$ cat config.mk
export PLATFORM = sky130hd
export DESIGN_NAME = tinycpu_monitor
export DESIGN_NICKNAME = d
export VERILOG_FILES = /design/src/rtl/tinycpu_mon_pkg.sv /design/src/rtl/tinycpu_mon_fifo.sv /design/src/rtl/tinycpu_monitor.sv
export SDC_FILE = /design/constraint.sdc
export NUM_CORES = 1
export LEC_CHECK = 0
export BUFFER_PORTS_ARGS = -buffer_cell sky130_fd_sc_hd__buf_2
export CAP_MARGIN = 10
export CELL_PAD_IN_SITES_DETAIL_PLACEMENT = 1
export CELL_PAD_IN_SITES_GLOBAL_PLACEMENT = 1
export CORE_MARGIN = 3
export CORE_UTILIZATION = 49
export CTS_BUF_LIST = sky130_fd_sc_hd__clkbuf_8
export CTS_CLUSTER_DIAMETER = 200
export CTS_CLUSTER_SIZE = 16
export DETAILED_ROUTE_END_ITERATION = 6
export GPL_TIMING_DRIVEN = 0
export PLACE_DENSITY_LB_ADDON = 0.1
export SLEW_MARGIN = 20
export SYNTH_ARGS = -nofsm -noshare
export SYNTH_HDL_FRONTEND = slang
export SYNTH_SLANG_ARGS = --single-unit
$ cat constraint.sdc
create_clock -name clk -period 4.7 [get_ports clk]
set_clock_uncertainty 0.1 [all_clocks]
set_input_delay 0.705 -clock clk [delete_from_list [all_inputs] [get_ports clk]]
set_output_delay 0.705 -clock clk [all_outputs]
set_load 0.03 [all_outputs]
$ cat src/rtl/tinycpu_mon_pkg.sv
// Shared definitions for the tinycpu retire monitor: halt cause codes and trace layout.
// Trace entry is {pc, ra, rb, rm}; field offsets below are in units of DATA_W from the LSB.
package tinycpu_mon_pkg;

    typedef enum logic [1:0] {
        HALT_NONE = 2'b00,
        HALT_LOOP = 2'b01,
        HALT_WDOG = 2'b10
    } halt_cause_e;

    localparam int TRACE_RM_FIELD = 0;
    localparam int TRACE_RB_FIELD = 1;
    localparam int TRACE_RA_FIELD = 2;
    localparam int TRACE_PC_FIELD = 3;

    function automatic int trace_lsb(input int field, input int data_w);
        return field * data_w;
    endfunction

    function automatic int trace_width(input int addr_w, input int data_w);
        return addr_w + 3 * data_w;
    endfunction

endpackage

$ cat src/rtl/tinycpu_mon_fifo.sv
// Generic synchronous FIFO for trace storage, push/full write side and valid/ready read side.
// Latency: one cycle from push into an empty FIFO to out_valid.
// Backpressure: out_data holds while out_ready=0; a push while full is accepted only alongside a pop.
module tinycpu_mon_fifo #(
    parameter int WIDTH = 32,
    parameter int DEPTH = 8
) (
    input  logic             clk,
    input  logic             reset,
    input  logic             push,
    input  logic [WIDTH-1:0] push_data,
    output logic             full,
    output logic             out_valid,
    input  logic             out_ready,
    output logic [WIDTH-1:0] out_data
);

    localparam int AW = $clog2(DEPTH);
    localparam logic [AW:0] PTR_ONE = 1;

    // The extra MSB on each pointer separates full from empty when the indices match.
    logic [AW:0]      wptr;
    logic [AW:0]      rptr;
    logic [WIDTH-1:0] mem [DEPTH];
    logic             empty;
    logic             pop;
    logic             wr_en;

    assign empty     = (wptr == rptr);
    assign full      = (wptr[AW] != rptr[AW]) && (wptr[AW-1:0] == rptr[AW-1:0]);
    assign out_valid = !empty;
    assign out_data  = mem[rptr[AW-1:0]];
    assign pop       = out_valid && out_ready;
    assign wr_en     = push && (!full || pop);

    always_ff @(posedge clk or negedge reset) begin
        if (!reset) begin
            wptr <= '0;
            rptr <= '0;
        end else begin
            if (wr_en) begin
                wptr <= wptr + PTR_ONE;
            end
            if (pop) begin
                rptr <= rptr + PTR_ONE;
            end
        end
    end

    always_ff @(posedge clk) begin
        if (wr_en) begin
            mem[wptr[AW-1:0]] <= push_data;
        end
    end

endmodule

$ cat src/rtl/tinycpu_monitor.sv
// Retire monitor: traces every retire into a FIFO and halts on self-loops (or idle watchdog
// when TINYCPU_MON_WATCHDOG_EN is defined). Latency: halt and trace_valid one edge after the retire.
// Backpressure: trace_ready stalls the FIFO; retires arriving while it is full are dropped and counted.
module tinycpu_monitor
    import tinycpu_mon_pkg::*;
#(
    parameter int DATA_W      = 8,
    parameter int ADDR_W      = 8,
    parameter int FIFO_DEPTH  = 8,
    parameter int LOOP_COUNT  = 1,
    parameter int WDOG_CYCLES = 100000
) (
    input  logic                       clk,
    input  logic                       reset,
    input  logic                       retire_valid,
    input  logic [ADDR_W-1:0]          retire_pc,
    input  logic                       retire_jump,
    input  logic [ADDR_W-1:0]          retire_target,
    input  logic [DATA_W-1:0]          retire_ra,
    input  logic [DATA_W-1:0]          retire_rb,
    input  logic [DATA_W-1:0]          retire_rm,
    output logic                       trace_valid,
    input  logic                       trace_ready,
    output logic [ADDR_W+3*DATA_W-1:0] trace_data,
    output logic                       halted,
    output logic [1:0]                 halt_cause,
    output logic [7:0]                 drop_count
);

    localparam int TW     = trace_width(ADDR_W, DATA_W);
    localparam int PC_LSB = trace_lsb(TRACE_PC_FIELD, DATA_W);
    localparam int RA_LSB = trace_lsb(TRACE_RA_FIELD, DATA_W);
    localparam int RB_LSB = trace_lsb(TRACE_RB_FIELD, DATA_W);
    localparam int RM_LSB = trace_lsb(TRACE_RM_FIELD, DATA_W);
    localparam int LCW    = $clog2(LOOP_COUNT + 1);
    localparam logic [LCW-1:0] LOOP_LAST = LCW'(LOOP_COUNT - 1);
    localparam logic [LCW-1:0] LOOP_ONE  = 1;

    logic            accept;
    logic            self_jump;
    logic            loop_hit;
    logic            wdog_hit;
    logic            fifo_full;
    logic            drop;
    logic [TW-1:0]   push_data;
    logic [LCW-1:0]  loop_cnt;
    halt_cause_e     cause_q;

    assign accept    = retire_valid && !halted;
    assign self_jump = retire_jump && (retire_target == retire_pc);
    assign loop_hit  = accept && self_jump && (loop_cnt == LOOP_LAST);
    assign drop      = accept && fifo_full && !(trace_valid && trace_ready);

    always_comb begin
        push_data                     = '0;
        push_data[PC_LSB +: ADDR_W]   = retire_pc;
        push_data[RA_LSB +: DATA_W]   = retire_ra;
        push_data[RB_LSB +: DATA_W]   = retire_rb;
        push_data[RM_LSB +: DATA_W]   = retire_rm;
    end

    tinycpu_mon_fifo #(
        .WIDTH (TW),
        .DEPTH (FIFO_DEPTH)
    ) u_fifo (
        .clk       (clk),
        .reset     (reset),
        .push      (accept),
        .push_data (push_data),
        .full      (fifo_full),
        .out_valid (trace_valid),
        .out_ready (trace_ready),
        .out_data  (trace_data)
    );

    always_ff @(posedge clk or negedge reset) begin
        if (!reset) begin
            loop_cnt <= '0;
        end else if (accept) begin
            if (!self_jump) begin
                loop_cnt <= '0;
            end else if (!loop_hit) begin
                loop_cnt <= loop_cnt + LOOP_ONE;
            end
        end
    end

`ifdef TINYCPU_MON_WATCHDOG_EN
    localparam int WCW = $clog2(WDOG_CYCLES);
    localparam logic [WCW-1:0] WDOG_LAST = WCW'(WDOG_CYCLES - 1);
    localparam logic [WCW-1:0] WDOG_ONE  = 1;

    logic [WCW-1:0] idle_cnt;

    assign wdog_hit = !halted && !retire_valid && (idle_cnt == WDOG_LAST);

    always_ff @(posedge clk or negedge reset) begin
        if (!reset) begin
            idle_cnt <= '0;
        end else if (!halted) begin
            if (retire_valid) begin
                idle_cnt <= '0;
            end else if (!wdog_hit) begin
                idle_cnt <= idle_cnt + WDOG_ONE;
            end
        end
    end
`else
    assign wdog_hit = 1'b0;
`endif

    // First cause wins; the loop check outranks the watchdog on a same-edge tie.
    always_ff @(posedge clk or negedge reset) begin
        if (!reset) begin
            halted  <= 1'b0;
            cause_q <= HALT_NONE;
        end else if (!halted) begin
            if (loop_hit) begin
                halted  <= 1'b1;
                cause_q <= HALT_LOOP;
            end else if (wdog_hit) begin
                halted  <= 1'b1;
                cause_q <= HALT_WDOG;
            end
        end
    end

    assign halt_cause = cause_q;

    always_ff @(posedge clk or negedge reset) begin
        if (!reset) begin
            drop_count <= '0;
        end else if (drop && (drop_count != 8'hFF)) begin
            drop_count <= drop_count + 8'd1;
        end
    end

endmodule

==> impl_metrics.yaml, run 1 <==
run_status:
  status: "complete, no violations"
floorplan:
  num_io_pins: 89
  rows: 53
  fp.dieW_um: 153
  die_area_mm2: 0.0235
  die_height_um: 153
  coreArea_mm2: 0.0212
  initial_utilization_pct: 50.3
logic_synthesis:
  netlist_top_cells_count: "edfxtp_1 (256), mux4_2 (64), mux2_2 (35)"
  synth_top_family_by_area: "multiplexers"
  yosys.area.top_type: "edfxtp_1"
  syn_area_mm2: 0.0106
  ys.flop_type: "edfxtp_1"
  async_reset_ff_share_pct: 6.91
  synth_most_common_cell: "edfxtp_1"
  synth_simple_gate_area_share_pct: 2.14
  synth-edff-count: 256
  synth-compound-area-share_pct: 0.353
  synth.avg_cell_area_um2: 22.8
  ys.warnings.count: 0
  synthTopCellsByArea: "edfxtp_1 (72%), mux4_2 (14%), dfrtp_1 (4.5%)"
  ys_seq_area_share_pct: 76.7
  synth_fa_ha_area_share_pct: 0.353
  synthCells: 467
  syn-num-nets: 515
  synth.distinct_cells: 30
  ys_ff_latch: 275
  yosys.area_share.xor_xnor_pct: 2.06
  synth.mux.area_fraction_pct: 17.3
  netlist.area_leader.share_pct: 72.3
clock_network:
  cts_buffers: 21
  clk_path_buf_depth: 3
  cts_tree: "yes"
  clockRootBuffer: "clkbuf_8"
  clk_latency_ns: 0.54
  h-tree-depth: 1
  clk_pin_slew_ns: 0.10
  cts.sinks: 275
sta:
  rsz0062_at_grt: "false"
  relSlewSlack_pct: 46.6
  setup_ws_ns: 0.969
  max_freq_mhz: 268
  hold_violations: 0
  timing.final.crit_share_pct: 79.4
  finalCriticalPeriod_ns: 3.73
  worstMarginPinSlew_ns: 0.800
  slew_violations: 0
  setup_viol: 0
global_route:
  grtUsageMet3_pct: 2.49
  use_met1_pct: 26.0
  grt_pass1_wl_mm: 33.4
  use_met2_pct: 32.4
  grt_usage_pct: 18.7
  grt_max_degree: 20
  grt_overflow: 0
  busiest_layer: "met2"
  antenna_found_initial: 1
  grt_pass1_vias: 5430
pwr:
  finalPower_uw: 7230
  power.share.combinational_pct: 40.0
  sw_frac_of_total_pct: 35.1
  clockPowerShare_pct: 15.9
  p_leak_uw: 0.00410
  pwr-share-seq_pct: 44.1
  internal_power_uw: 4690
  peakVddDrop_v: 0.000323
  power_density_mw_per_mm2: 596
  switchingPower_uw: 2540
setup_path:
  criticalPathCategory: "flop to primary output"
  crit_path_start_kind: "flop"
  crit_fanout: 10
  arrival_ns: 2.93
  reg2reg_slack_ns: 1.74
  cp-end-kind: "primary output"
  crit_required_ns: 3.89
drt:
  routedWlPerCell_um: 24.6
  wl_mm: 21.9
  drt_iter0_markers: 385
  drtAntennaViolNets: 0
  vias: 4918
  drc: 0
  routed_via_density: 5.54
  drt_first_pass_iters: 4
cells_and_area:
  regArea_mm2: 0.00816
  fin_util_pct: 57.4
  layout-drive-gt1-share_pct: 42.6
  nFillCells: 1837
  stdcell_count: 888
  fin_nets: 652
  syn2layout_area_growth_pct: 14.1
  multi_input_area_mm2: 0.00242
hold_path:
  hold_path_class: "input pin to flop"
placement:
  hpwlAfterDp_mm: 14.8
  place.gp.congestion: 0.732
  port_buffers: 87
  dp.cells: 855
  pre_cts_ws_ns: 1.54
run:
  cap_violations: 0
routing by layer:
metal  share of wire, %  up-vias  wire length [µm]
li1                   -     2201                 -
met1                 43     2579              9350
met2                 52      113             11300
met3                4.2       25               919
met4                1.3        0               283
met5                  0        -                 0
power groups by stage:
| stage | sequential (µW) | clock (µW) | combinational (µW) |
|---|---|---|---|
| floorplan | 3240 | 0 | 2020 |
| global placement | 3260 | 0 | 2750 |
| detailed placement | 3240 | 0 | 2950 |
| CTS | 3190 | 1190 | 2960 |
| global route | 3220 | 1280 | 3090 |
| finish | 3190 | 1150 | 2890 |
kinds of logic after synthesis:
group                    count (synthesis)
XOR/XNOR                                25
adder cells (fa/ha/maj)                  3
multiplexers                            99
AO/OA/AOI/OAI                            2
flip-flops                             275
other                                    1
AND/OR/NAND/NOR                         39
buffers and inverters                   23
path summary, 6_finish.rpt:
path                       depth (start not counted)               end           start
min in group asynchronous                          2          loop_cnt           reset
min reg2reg                                        1     halt_cause[0]   halt_cause[0]
max reg2reg                                        8  u_fifo.mem[1][4]  u_fifo.rptr[0]
max in group asynchronous                          2    u_fifo.rptr[1]           reset
max                                                6    trace_data[29]  u_fifo.rptr[0]
min                                                1  u_fifo.mem[7][1]    retire_rm[1]
stage by stage:
| step | cell area [µm²] | hold slack (ns) | TNS [ns] |
|---|---|---|---|
| after global placement | 11400 | 0.348 | -271.65 |
| after global routing | 12100 | 0.303 | 0 |
| final | 12100 | 0.328 | 0 |
| after detailed placement | 11800 | 0.369 | 0 |
| after CTS | 12100 | 0.294 | 0 |
| after floorplan | 10600 | 0.309 | 0 |
critical path, cell delays in order, from the launching register on:
cell      delay (ns)
dfrtp_1         0.38
clkbuf_1        0.27
buf_4           0.29
buf_2           0.39
mux4_2          0.57
mux2_2          0.29
buf_2           0.18
state kept, by name, indices dropped and copies added, names as in the netlist:
name         count
drop_count       8
halt_cause       1
halted           1
loop_cnt         1
u_fifo.mem     256
u_fifo.rptr      4
u_fifo.wptr      4
cell usage in the layout (no fill, tap or decap), drive strengths merged, types with 5 or more instances in the layout:
master	synthesis	layout
buf	15	128
clkbuf	7	28
dfrtp	19	19
edfxtp	256	256
inv	1	8
mux2	35	35
mux4	64	64
nand3	5	5
nor2	5	5
nor3	5	5
xnor2	13	13
xor2	12	12
layout make-up:
cell class	count	share of cell area, %
clock inverter	9	0.412
buffer	22	0.907
inverter	1	0.0309
sequential	275	67.3
multi-input combinational	169	19.9
antenna	2	0.0412
clock buffer	21	2.38
tap	275	2.84
timing repair buffer	114	6.19
repair_timing:
action                    in CTS  in global routing
buffers inserted               0                  0
hold endpoints to repair      19                  0
resized for setup              0                  0
hold buffers                   1                  0
(Power assumes the default switching activity.)
==> run 2, diff against run 1 <==
--- a/config.mk
+++ b/config.mk
@@ -5,12 +5,13 @@
 export SDC_FILE = /design/constraint.sdc
 export NUM_CORES = 1
 export LEC_CHECK = 0
+export ABC_AREA = 1
 export BUFFER_PORTS_ARGS = -buffer_cell sky130_fd_sc_hd__buf_2
 export CAP_MARGIN = 10
 export CELL_PAD_IN_SITES_DETAIL_PLACEMENT = 1
 export CELL_PAD_IN_SITES_GLOBAL_PLACEMENT = 1
 export CORE_MARGIN = 3
-export CORE_UTILIZATION = 49
+export CORE_UTILIZATION = 46
 export CTS_BUF_LIST = sky130_fd_sc_hd__clkbuf_8
 export CTS_CLUSTER_DIAMETER = 200
 export CTS_CLUSTER_SIZE = 16
==> constraint.sdc (replaced) <==
create_clock -name clk -period 3.4 [get_ports clk]
set_clock_uncertainty 0.1 [all_clocks]
set_input_delay 0.51 -clock clk [delete_from_list [all_inputs] [get_ports clk]]
set_output_delay 0.51 -clock clk [all_outputs]
set_load 0.03 [all_outputs]
==> impl_metrics.yaml, run 2 <==
drt:
  drc: 0
  m1WireLength_mm: 12.6
  drt_iter0_markers: 522
  dr_wl_met3_mm: 1.63
  routed_via_density: 5.50
  wl_mm: 29.4
  vias: 7534
  wl_met2_mm: 14.6
  drtAntennaViolNets: 0
  routedWlPerCell_um: 21.4
  dr.max_layer_used: "met5"
  drt_first_pass_iters: 5
floorplan:
  num_io_pins: 89
  rows: 56
  die_height_um: 161
  initial_utilization_pct: 47.0
  coreArea_mm2: 0.0235
  die_area_mm2: 0.0259
  fp.dieW_um: 161
setup_path:
  cp-end-kind: "primary output"
  reg2reg_slack_ns: 0.57
  crit_required_ns: 2.79
  arrival_ns: 2.58
  crit_fanout: 10
  reg2reg_depth: 11
  rr_endpoint: "u_fifo.mem[3][14]"
  criticalPathCategory: "flop to primary output"
  regToRegStartpoint: "u_fifo.wptr[0]"
  crit_path_start_kind: "flop"
logic_synthesis:
  ys_seq_area_share_pct: 73.8
  ys_ff_latch: 275
  netlist.area_leader.share_pct: 69.5
  synth-edff-count: 256
  synth.distinct_cells: 25
  synthTopCellsByArea: "edfxtp_1 (70%), o21ai_0 (5.9%), nand2_1 (5.6%)"
  ys.flop_type: "edfxtp_1"
  yosys.area.top_type: "edfxtp_1"
  synth.avg_cell_area_um2: 12.2
  ys.warnings.count: 0
  netlist_top_cells_count: "edfxtp_1 (256), nand2_1 (165), nor2_1 (142)"
  syn_area_mm2: 0.0111
  async_reset_ff_share_pct: 6.91
  synthCells: 908
  synth_most_common_cell: "edfxtp_1"
  syn-num-nets: 956
global_route:
  antenna_found_initial: 1
  grt_max_degree: 22
  grt_usage_pct: 22.5
  grt_pass1_vias: 7738
  grt_pass1_wl_mm: 44.7
  grt_overflow: 0
sta:
  setup_viol: 0
  rsz0062_at_grt: "false"
  slew_violations: 0
  relSlewSlack_pct: 45.3
  timing.final.crit_share_pct: 93.7
  worstMarginPinSlew_ns: 0.818
  finalCriticalPeriod_ns: 3.19
  hold_violations: 0
  max_freq_mhz: 314
clock_network:
  clockRootBuffer: "clkbuf_8"
  clk_path_buf_depth: 3
  clk_latency_ns: 0.55
  post_cts_buffers: 0
  h-tree-depth: 1
  cts_buffers: 21
  cts.sinks: 275
  clk_pin_slew_ns: 0.11
  cts_tree: "yes"
cells_and_area:
  syn2layout_area_growth_pct: 13.6
  layout-drive-gt1-share_pct: 17.6
  nFillCells: 2553
  fin_area_mm2: 0.0126
  multi_input_area_mm2: 0.00262
  mostFrequentLayoutCells: "edfxtp_1 (256), nand2_1 (165), nor2_1 (140), o21ai_0 (131), buf_2 (97)"
  final_common_cell: "edfxtp_1"
  largest_reg_flops: 256
  fin_nets: 1093
  n_antenna_cell: 0
  fin_util_pct: 53.4
  regArea_mm2: 0.00816
hold_path:
  hold_path_depth: 1
  min_from: "retire_ra[3]"
  hold_path_class: "input pin to flop"
  min_to: "u_fifo.mem[5][19]"
pwr:
  p_leak_uw: 0.00456
  peakVddDrop_v: 0.000286
  power_density_mw_per_mm2: 727
  finalPower_uw: 9140
placement:
  hpwlAfterDp_mm: 19.9
  port_buffers: 87
  place.gp.congestion: 0.734
  dpl-instance-area_mm2: 0.0122
run_status:
  status: "complete, no violations"
run:
  cap_violations: 0
## run 2: layer usage
layer | vias to the layer above | GRT usage (%)
li1 | 3497 | -
met1 | 3800 | 30.4
met2 | 200 | 39.2
met3 | 35 | 3.10
met4 | 2 | 4.97
met5 | - | 0
## run 2: final cells by class
class,instances,area share [%]
Sequential cell,275,65.0
Clock inverter,9,0.398
Clock buffer,21,2.30
Inverter,23,0.687
Multi-Input combinational cell,557,20.9
Buffer,53,2.06
Tap cell,319,3.18
Timing Repair Buffer,114,5.56
## run 2: how the worst max path moves through the flow
stage / startpoint / to / slack (ns)
global placement: u_fifo.rptr[0] / u_fifo.mem[0][16] / -3.08
global route: u_fifo.rptr[1] / trace_data[8] / 0.007
finish: u_fifo.rptr[1] / trace_data[8] / 0.21
CTS: u_fifo.rptr[0] / trace_data[5] / 0.02
floorplan: u_fifo.rptr[0] / u_fifo.mem[2][0] / -0.47
detailed placement: u_fifo.rptr[0] / u_fifo.mem[3][18] / 0.44
## run 2: repair_timing
item	CTS	global route
resized for setup	2	30
hold endpoints to repair	19	0
setup endpoints to repair	11	27
hold buffers	1	0
## run 2: where the power goes
part | internal (µW) | switching, µW
Sequential | 3720 | 42.1
Combinational | 1010 | 2740
Clock | 581 | 1050
## run 2: critical path, cell delays in order (launching register included)
cell and delay, ns:
dfrtp_1 0.50, inv_1 0.13, buf_2 0.25, clkbuf_1 0.40
o21ai_0 0.16, o22ai_1 0.21, nand2_1 0.09, nand2_1 0.09
buf_2 0.19
## run 2: cell families after synthesis
kind of cell / count (synthesis) / share of synthesized area, %
xor gates and xnor gates: 14 / 1.11
buffers and inverters: 76 / 2.91
AOI/OAI and AO/OA: 196 / 9.59
adders and majority gates: 3 / 0.339
and+or+nand+nor: 343 / 12.2
DFF: 275 / 73.8
other: 1 / 0.0339
## run 2: through the flow
stage / setup slack [ns] / TNS [ns] / cells / hold slack (ns)
3_5_place_dp: 0.444 / 0 / 1340 / 0.350
5_1_grt: 0.00723 / 0 / 1371 / 0.0959
3_3_place_gp: -3.08 / -621.64 / 1314 / 0.348
4_1_cts: 0.0240 / 0 / 1371 / 0.0854
2_1_floorplan: -0.467 / -89.66 / 908 / 0.114
6_report: 0.214 / 0 / 1371 / 0.119
==> run 3, diff against run 2 <==
==> constraint.sdc (replaced) <==
create_clock -name clk -period 3.4 [get_ports clk]
set_clock_uncertainty 0.1 [all_clocks]
set_input_delay 0.51 -clock clk [delete_from_list [all_inputs] [get_ports clk]]
set_output_delay 0.51 -clock clk [all_outputs]
set_load 0.005 [all_outputs]
==> impl_metrics.yaml, run 3 (same netlist as run 2, synthesis figures left out) <==
cells_and_area:
  stdcell_count: 1371
  fin_util_pct: 53.3
  syn2layout_area_growth_pct: 13.5
  layout-drive-gt1-share_pct: 16.7
  mostFrequentLayoutCells: "edfxtp_1 (256), nand2_1 (165), nor2_1 (140), o21ai_0 (131), buf_2 (98)"
  nFillCells: 2549
  final_common_cell: "edfxtp_1"
  n_antenna_cell: 0
  regArea_mm2: 0.00816
  multi_input_area_mm2: 0.00262
  fin_area_mm2: 0.0126
  largest_reg_flops: 256
  fin_nets: 1093
drt:
  routedWlPerCell_um: 21.4
  vias: 7554
  drt_first_pass_iters: 5
  routed_via_density: 5.51
  drc: 0
  drtAntennaViolNets: 0
  wl_mm: 29.3
  drt_iter0_markers: 537
placement:
  place.gp.congestion: 0.734
  dp.cells: 1340
  port_buffers: 87
  hpwlAfterDp_mm: 19.9
  dpl-instance-area_mm2: 0.0122
global_route:
  antenna_found_initial: 1
  grt_overflow: 0
  grt_max_degree: 22
  grt_pass1_wl_mm: 44.7
  grt_pass1_vias: 7738
  grt_usage_pct: 22.5
setup_path:
  arrival_ns: 2.59
  crit_path_start_kind: "flop"
  crit_required_ns: 2.79
  cp-end-kind: "primary output"
  crit_fanout: 10
  criticalPathCategory: "flop to primary output"
floorplan:
  coreArea_mm2: 0.0235
  num_io_pins: 89
  fp.dieW_um: 161
  die_height_um: 161
  die_area_mm2: 0.0259
  initial_utilization_pct: 47.0
  rows: 56
hold_path:
  hold_path_class: "input pin to flop"
pwr:
  p_leak_uw: 0.00454
  finalPower_uw: 8500
  peakVddDrop_v: 0.000284
  power_density_mw_per_mm2: 677
sta:
  finalCriticalPeriod_ns: 3.20
  max_freq_mhz: 313
  setup_viol: 0
  rsz0062_at_grt: "false"
  timing.final.crit_share_pct: 94.1
  worstMarginPinSlew_ns: 0.816
  relSlewSlack_pct: 45.5
  slew_violations: 0
  hold_violations: 0
clock_network:
  cts_tree: "yes"
  h-tree-depth: 1
  clk_pin_slew_ns: 0.11
  cts_buffers: 21
  post_cts_buffers: 0
  clk_path_buf_depth: 3
  clk_latency_ns: 0.55
  cts.sinks: 275
  clockRootBuffer: "clkbuf_8"
run:
  cap_violations: 0
run_status:
  status: "complete, no violations"
## run 3: worst max-delay path, cell delays in order (launching register included)
cell	delay, ns
dfrtp_1	0.53
buf_2	0.29
clkbuf_1	0.43
o21ai_0	0.23
o22ai_1	0.23
nand2_1	0.07
nand2_1	0.11
buf_2	0.13
## run 3: worst paths after layout
| path | from | to | slack [ns] | cells past startpoint |
|---|---|---|---|---|
| max reg2reg | u_fifo.rptr[0] | u_fifo.mem[3][14] | 0.47 | 12 |
| min in group asynchronous | reset | halted | 0.32 | 2 |
| min | retire_ra[3] | u_fifo.mem[5][19] | 0.12 | 1 |
| min reg2reg | halt_cause[0] | halt_cause[0] | 0.38 | 2 |
| max in group asynchronous | reset | u_fifo.wptr[0] | 2.58 | 2 |
| max | u_fifo.rptr[1] | trace_data[31] | 0.20 | 7 |
## run 3: through the flow
stage | setup TNS [ns] | hold WS [ns] | worst slack [ns]
after CTS | 0 | 0.0854 | 0.0465
after global placement | -621.64 | 0.348 | -3.08
final | 0 | 0.123 | 0.200
after global routing | 0 | 0.0959 | 0.00647
after floorplan | -89.64 | 0.114 | -0.467
after detailed placement | 0 | 0.350 | 0.444
## run 3: routing by layer
| metal | track usage [%] | up-vias | share of wire (%) |
|---|---|---|---|
| li1 | - | 3498 | - |
| met1 | 30.4 | 3829 | 44 |
| met2 | 39.2 | 187 | 50 |
| met5 | 0 | - | 0.068 |
| met4 | 4.97 | 2 | 1.7 |
| met3 | 3.10 | 38 | 4.8 |
## run 3: power breakdown
| part | total [µW] | internal [µW] | switching, µW | leakage (µW) |
|---|---|---|---|---|
| sequential | 3760 | 3710 | 41.4 | 0.00254 |
| combinational | 3110 | 989 | 2120 | 0.00180 |
| clock | 1630 | 581 | 1050 | 0.000195 |
## run 3: area by class of cell
type | count | area share, %
Sequential cell | 275 | 65.0
Multi-Input combinational cell | 557 | 20.9
Timing Repair Buffer | 114 | 5.57
Tap cell | 319 | 3.18
Clock buffer | 21 | 2.30
Buffer | 53 | 1.96
Inverter | 23 | 0.688
Clock inverter | 9 | 0.399
## run 3: timing repair
item / 4_1_cts / 5_1_grt
hold endpoints to repair: 19 / 0
setup endpoints to repair: 1 / 19
gates resized for setup: 1 / 12
hold buffers: 1 / 0
